[src/rtl/ringcounter_pkg.sv]
// Shared constants for the ring counter tile: ring width, reset pattern and ui_in control bit map.
package ringcounter_pkg;

  localparam int RING_W = 8;
  localparam logic [RING_W-1:0] RESET_PATTERN = 8'h01;

  localparam int HOLD_BIT = 0;
  localparam int DIR_BIT  = 1;
  localparam int LOAD_BIT = 2;

  function automatic logic is_onehot(input logic [RING_W-1:0] v);
    int cnt;
    cnt = 0;
    for (int i = 0; i < RING_W; i++) begin
      if (v[i]) cnt = cnt + 1;
    end
    return (cnt == 1);
  endfunction

endpackage

[src/rtl/ring_core.sv]
// Ring register, step prescaler and next-state logic (priority: reset > load > hold > step).
// Optional RINGCOUNTER_SELF_CORRECT_EN: a step from a non-one-hot ring restarts at RESET_PATTERN.
module ring_core
  import ringcounter_pkg::*;
#(
  parameter int PRESCALE_W = 0
) (
  input  logic              clk,
  input  logic              rst,
  input  logic              hold,
  input  logic              dir,
  input  logic              load,
  input  logic [RING_W-1:0] load_val,
  output logic [RING_W-1:0] ring
);

  // A zero-width prescaler still gets a 1-bit register; tick ignores it in that case.
  localparam int CW = (PRESCALE_W > 0) ? PRESCALE_W : 1;

  logic [CW-1:0]     presc_q, presc_d;
  logic [RING_W-1:0] ring_q, ring_d, rot;
  logic              tick;

  generate
    if (PRESCALE_W == 0) begin : g_no_presc
      assign tick = 1'b1;
    end else begin : g_presc
      assign tick = (presc_q == {CW{1'b1}});
    end
  endgenerate

  always_comb begin
    ring_d  = ring_q;
    presc_d = presc_q;
    rot     = dir ? {ring_q[0], ring_q[RING_W-1:1]}
                  : {ring_q[RING_W-2:0], ring_q[RING_W-1]};
    if (load) begin
      ring_d  = load_val;
      presc_d = '0;
    end else if (!hold) begin
      presc_d = presc_q + CW'(1);
      if (tick) begin
`ifdef RINGCOUNTER_SELF_CORRECT_EN
        ring_d = is_onehot(ring_q) ? rot : RESET_PATTERN;
`else
        ring_d = rot;
`endif
      end
    end
  end

  always_ff @(posedge clk) begin
    if (rst) begin
      ring_q  <= RESET_PATTERN;
      presc_q <= '0;
    end else begin
      ring_q  <= ring_d;
      presc_q <= presc_d;
    end
  end

  assign ring = ring_q;

endmodule

[src/rtl/tt_um_ringcounter.sv]
// Tiny Tapeout tile wrapper: maps pins onto ring_core; uio pins are inputs only.
// rst_n keeps the template name but is an active-high synchronous reset.
module tt_um_ringcounter
  import ringcounter_pkg::*;
#(
  parameter int PRESCALE_W = 0
) (
  input  logic       clk,
  input  logic       rst_n,
  input  logic       ena,
  input  logic [7:0] ui_in,
  output logic [7:0] uo_out,
  input  logic [7:0] uio_in,
  output logic [7:0] uio_out,
  output logic [7:0] uio_oe
);

  logic unused_ok;
  assign unused_ok = &{1'b0, ena, ui_in[7:3]};

  ring_core #(
    .PRESCALE_W(PRESCALE_W)
  ) u_core (
    .clk     (clk),
    .rst     (rst_n),
    .hold    (ui_in[HOLD_BIT]),
    .dir     (ui_in[DIR_BIT]),
    .load    (ui_in[LOAD_BIT]),
    .load_val(uio_in),
    .ring    (uo_out)
  );

  assign uio_out = 8'h00;
  assign uio_oe  = 8'h00;

endmodule

[config.mk]
export PLATFORM = sky130hd
export DESIGN_NAME = tt_um_ringcounter
export DESIGN_NICKNAME = d
export VERILOG_FILES = /design/src/rtl/ringcounter_pkg.sv /design/src/rtl/ring_core.sv /design/src/rtl/tt_um_ringcounter.sv
export SDC_FILE = /design/constraint.sdc
export NUM_CORES = 1
export LEC_CHECK = 0
export BUFFER_PORTS_ARGS = -buffer_cell sky130_fd_sc_hd__buf_2
export CAP_MARGIN = 10
export CORE_MARGIN = 2
export CORE_UTILIZATION = 31
export DETAILED_ROUTE_END_ITERATION = 8
export SYNTH_ARGS = -nofsm -noshare
export SYNTH_HDL_FRONTEND = slang
export SYNTH_SLANG_ARGS = --single-unit
[constraint.sdc]
create_clock -name clk -period 1.19 [get_ports clk]
set_input_delay 0.238 -clock clk [delete_from_list [all_inputs] [get_ports clk]]
set_output_delay 0.238 -clock clk [all_outputs]
set_load 0.005 [all_outputs]
Word level (Yosys, flattened, before mapping)
Index checks and enable logic that the tools add are counted.
Storage, ports and cells
  register bits after elaboration: 8
  bits of input ports: 19
  output and inout bits: 24
  word-level logic and storage cells: 5
Cells by class
  equal/unequal tests: 1
  multiplexer cells: 3
Operators by type and width (count)
  $mux W8: 3
  $ne A2 B1 Y1 const B: 1

Depth between registers and ports, before layout
Gate-level depths: netlist of the first run.
  word-level depth: 3
  gate-level depth with buffers: 3
  gate-level depth less buffers: 2

Cells and area by module
From an unflattened synthesis of the first run, not the netlist that was laid out.
Second synthesis, totals
  cell total of the unflattened synthesis: 63
  area, all modules: 639.4 um2
By module, submodules not included
  ring_core: instances 1, cells each 46, area an instance 515.5 um2
  tt_um_ringcounter: instances 1, cells each 17, area an instance 123.9 um2

Least setup slack after synthesis of the first run
Ideal clock, no wire load.
  kind: in2reg
  start: input ui_in[2]
  end: register u_core.ring_q[6] (netlist: u_core.ring[6])
  library setup time: 73 ps
  arrival time: 886 ps
  data required time: 1117 ps
  slack: 231 ps
  stages on the path: 3
  path buffers: 1
  path through: or3_1 -> buf_6 -> o211ai_2
On the way
  cells in the longest elaborated chain, start to end: 1
  elaborated cells on any way between the ends: 2
  those cells by class: 1 x eq/ne; 1 x mux
RTL lines
  from (decl): line tt_um_ringcounter.sv:11  | input logic [7:0] ui_in,
  $ne A2 B1 Y1 (no source line) or $mux W8 (tied branches)
  to (signal assigned): line ring_core.sv:57  | ring_q <= ring_d;
  to (decl): line ring_core.sv:21  | logic [RING_W-1:0] ring_q, ring_d, rot;
Several ways; a longest one is shown, not always the timed one.
A chain may end at the register's enable or synchronous reset.

Worst setup path after layout of the first run
  start: register u_core.ring_q[3] (netlist: u_core.ring[3])
  end: output uo_out[3]
RTL lines
  to (decl): line tt_um_ringcounter.sv:12  | output logic [7:0] uo_out,
No word-level cell between the ends.

==> results of run 1 <==
-- report_power, final --
part / internal [mW] / leakage [nW] / switching, mW
Sequential: 0.288 / 0.0662 / 0.0197
Combinational: 0.0900 / 0.295 / 0.0807
Clock: 0.115 / 0.0138 / 0.0929
-- how the worst max path moves through the flow --
stage	from	end	slack [ns]	cells past startpoint
finish	u_core.ring[3]	uo_out[3]	0.17	1
detailed placement	ui_in[2]	u_core.ring[1]	0.02	4
global placement	ui_in[2]	u_core.ring[7]	0.03	4
CTS	u_core.ring[3]	uo_out[3]	0.17	1
floorplan	ui_in[2]	u_core.ring[6]	0.23	3
global route	u_core.ring[0]	uo_out[0]	0.13	1
-- cells in the mapped netlist (2+ instances only) --
master,instances,area share [%]
mux2i_1,8,13
dfxtp_1,8,25
nand2_1,6,3.5
buf_4,17,20
buf_2,2,1.6
or4bb_1,7,12
o221ai_2,6,14
-- cell families after synthesis --
kind of cell | Yosys count | share of synthesized area (%)
and+or+nand+nor | 18 | 21.3
AOI/OAI and AO/OA | 8 | 17.2
DFF | 8 | 25.0
other | 1 | 0.587
buffers and inverters | 20 | 23.3
muxes | 8 | 12.5
-- metrics by stage --
step	power [mW]	setup WS, ns	instances
floorplan	0.443	0.231	78
global route	0.735	0.129	117
global placement	0.483	0.0330	114
detailed placement	0.485	0.0238	114
CTS	0.698	0.174	117
finish	0.687	0.175	117
-- metal layers --
metal,global-route usage [%],up-vias,share of wire [%]
li1,-,260,-
met1,12.1,238,46
met2,17.3,21,46
met3,5.21,0,7.7
met4,4.17,0,0
met5,0,-,0
-- area by class of cell --
cell class                 instances  share of cell area (%)
clock buffer                       3                    2.88
multi-input combinational         50                    49.4
sequential                         8                    20.4
tap                               27                    4.31
timing repair buffer              29                    23.0
==> run summary, run 1 <==
Max Cap Violations -> 0
clock sink count -> 8
largest net degree at the start of global routing -> 14
slowest stage cell on the critical path -> dfxtp_1
most frequent cells in the layout -> buf_2, conb_1, mux2i_1, buf_4, dfxtp_1
GR Util All Layers -> 10.7%
H-tree depth -> 1
Worst Skew -> 0.00280 ns
setup_tns -> 0 ns
cell count after synthesis -> 63
minimum clock period -> 1.02 ns
Routed WL -> 1.27 mm
critical path cell sequence -> buf_2
Fin. Hold Viols -> 0
Largest register FFs -> 8
effective utilization at floorplan -> 32.6%
cell area power density -> 877 nW/um^2
reg-to-reg startpoint -> u_core.ring[3]
fmax -> 985 MHz
CP Max Fanout -> 4
final net count -> 111
first-pass GRT wire length -> 1.97 mm
insertion delay to the later sink of the worst-skew pair -> 0.25 ns
Detailed Route Iter0 Violations -> 8
register area share after synthesis -> 25.0%
IO Pins -> 43
Synthesis Warnings -> 0
clock root buffer -> clkbuf_4
final instance area -> 783 um^2
Filler Cell Count -> 226
Routed WL per cell -> 10.9 um
multi-input combinational cell area -> 387 um^2
CP Capture Type -> output pin
Post-Route Utilization -> 39.9%
Synth async-reset ratio -> 0%
hold_sp -> uio_in[6]
TritonCTS clock tree -> yes
worst hold path endpoint -> u_core.ring[6]
kind of critical path -> reg -> out
Placed Area -> 761 um^2
max-slew violations -> 0
Die ar. -> 2440 um^2
Routed Antenna Nets -> 0
FF/Latch Area -> 160 um^2
gr ovfl total -> 0
syn_area_per_cell -> 10.1 um^2
Req. time, crit path -> 0.95 ns
commonest non-fill, non-tap cell in the layout -> buf_2
postcts setup bufs -> 0
num rows -> 16
vias -> 519
final period utilization -> 85.3%
distinct cell type count after synthesis -> 16
antenna violations before repair -> 0
hpwl dp -> 1.03 mm
WHS Path Cells -> 3
Resized cells post-CTS -> 0
routability cong. -> 0.703
Top delay family on crit path -> flip-flops
Pre-antenna DRT Iters -> 2
area growth from synthesis to layout -> 22.5%
startpoint types -> flop
status -> completed
vias in the first global route -> 452
area of the core -> 1960 um^2
Post-synth top flop -> dfxtp_1
FF-to-FF path depth -> 2
CTS clk-pin slew, worst paths -> 0.06 ns
RSZ-0062 raised after global routing -> false
Hold Path Class -> in -> reg
peak supply drop -> 0.339 mV
Worst R2R Setup Slack -> 0.24 ns
max incr delay on CP -> 0.39 ns
reg2reg end -> u_core.ring[3]
final setup fails -> 0
Post-Syn Area -> 639 um^2
CTS buffer count -> 3
port buffer count -> 20
Via-to-Cell Ratio -> 4.44
Seq cells post-synth -> 8
Antenna Cells -> 0
Leak -> 0.375 nW
hold buffer count at CTS -> 0
layout cells sized above 1 -> 43.3%
chip width -> 49.4 um
Chip Height -> 49.4 um
final hold slack -> 0.248 ns
buffer depth of the longest clock path -> 2
EDFF count, synth -> 0
WP data arrival -> 0.78 ns
crit path buf inv count -> 1
DRC -> 0
Power figures use the tool's default switching activity.
==> inputs of run 2 (changes only) <==
==> constraint.sdc (replaced) <==
create_clock -name clk -period 1.1 [get_ports clk]
set_input_delay 0.22 -clock clk [delete_from_list [all_inputs] [get_ports clk]]
set_output_delay 0.22 -clock clk [all_outputs]
set_load 0.005 [all_outputs]
==> run summary, run 2 (synthesis results as in run 1) <==
WHS Path Cells -> 3
chip width -> 49.4 um
Hold Path Class -> in -> reg
largest net degree at the start of global routing -> 14
Pre-antenna DRT Iters -> 4
peak supply drop -> 0.360 mV
insertion delay to the later sink of the worst-skew pair -> 0.25 ns
Largest register FFs -> 8
hpwl dp -> 1.11 mm
port buffer count -> 20
area of the core -> 1960 um^2
PnR worst setup slack -> 0.0651 ns
critical path cell sequence -> buf_4, buf_2
first-pass GRT wire length -> 2.32 mm
CTS clk-pin slew, worst paths -> 0.06 ns
area growth from synthesis to layout -> 27.2%
Chip Height -> 49.4 um
max-slew violations -> 0
status -> completed
commonest non-fill, non-tap cell in the layout -> buf_2
Resized cells post-CTS -> 0
effective utilization at floorplan -> 32.6%
multi-input combinational cell area -> 387 um^2
startpoint types -> flop
final period utilization -> 94.1%
CP Max Fanout -> 3
vias -> 537
FF-to-FF path depth -> 2
num rows -> 16
buffer depth of the longest clock path -> 2
layout cells sized above 1 -> 45.7%
FF/Latch Area -> 160 um^2
minimum clock period -> 1.03 ns
Detailed Route Iter0 Violations -> 3
kind of critical path -> reg -> out
Routed Antenna Nets -> 0
Antenna Cells -> 0
final hold slack -> 0.259 ns
vias in the first global route -> 532
cell area power density -> 929 nW/um^2
clock root buffer -> clkbuf_4
H-tree depth -> 1
GR Util All Layers -> 12.5%
Post-Route Utilization -> 41.5%
routability cong. -> 0.709
antenna violations before repair -> 0
IO Pins -> 43
Worst Skew -> 0.00425 ns
Leak -> 0.395 nW
final net count -> 115
slowest stage cell on the critical path -> dfxtp_1
TritonCTS clock tree -> yes
Die ar. -> 2440 um^2
clock sink count -> 8
Routed WL -> 1.38 mm
WP data arrival -> 0.81 ns
DRC -> 0
most frequent cells in the layout -> buf_2, conb_1, buf_4
RSZ-0062 raised after global routing -> false
Routed WL per cell -> 11.4 um
Max Cap Violations -> 0
hold buffer count at CTS -> 0
setup slack at placement -> -0.0496 ns
Via-to-Cell Ratio -> 4.44
gr ovfl total -> 0
CP Capture Type -> output pin
final setup fails -> 0
max incr delay on CP -> 0.31 ns
Fin. Hold Viols -> 0
CTS buffer count -> 3
Filler Cell Count -> 216
postcts setup bufs -> 0
Req. time, crit path -> 0.88 ns
fmax -> 966 MHz
run 2: worst paths after layout:
check                 start             end  slack (ns)
max          u_core.ring[1]       uo_out[1]        0.07
min               uio_in[6]  u_core.ring[6]        0.26
max reg2reg  u_core.ring[4]  u_core.ring[4]        0.16
min reg2reg  u_core.ring[6]  u_core.ring[6]        0.59
run 2: final cells by class:
type	count	share of cell area, %
multi-input cells	50	47.5
flip-flops and latches	8	19.7
clock buffers	3	2.77
well taps	27	4.15
repair buffers	33	25.8
run 2: per-stage QoR:
| step | cells | TNS, ns | power [mW] | area, um^2 |
|---|---|---|---|---|
| 2_1_floorplan | 78 | 0 | 0.479 | 696 |
| 3_3_place_gp | 118 | -0.227 | 0.535 | 791 |
| 3_5_place_dp | 118 | -0.285 | 0.540 | 791 |
| 4_1_cts | 121 | 0 | 0.773 | 813 |
| 5_1_grt | 121 | 0 | 0.811 | 813 |
| 6_report | 121 | 0 | 0.755 | 813 |
run 2: worst max-delay path: cells and delay by family (launching register included):
| family | cells | cell delay [ns] |
|---|---|---|
| buffers and inverters | 2 | 0.26 |
| DFF | 1 | 0.31 |
run 2: layer usage:
layer  vias to the layer above  track usage, %  part of all wire (%)
li1                        264               -                     -
met1                       250            14.2                    44
met2                        21            20.3                    48
met3                         2            5.21                   7.6
met4                         0            5.56                  0.58
met5                         -               0                     0
run 2: report_power, final:
| part | internal [mW] | switching [mW] | leakage, nW |
|---|---|---|---|
| logic | 0.108 | 0.0947 | 0.315 |
| registers | 0.311 | 0.0181 | 0.0662 |
| clock network | 0.125 | 0.0984 | 0.0138 |
| total | 0.544 | 0.211 | 0.395 |
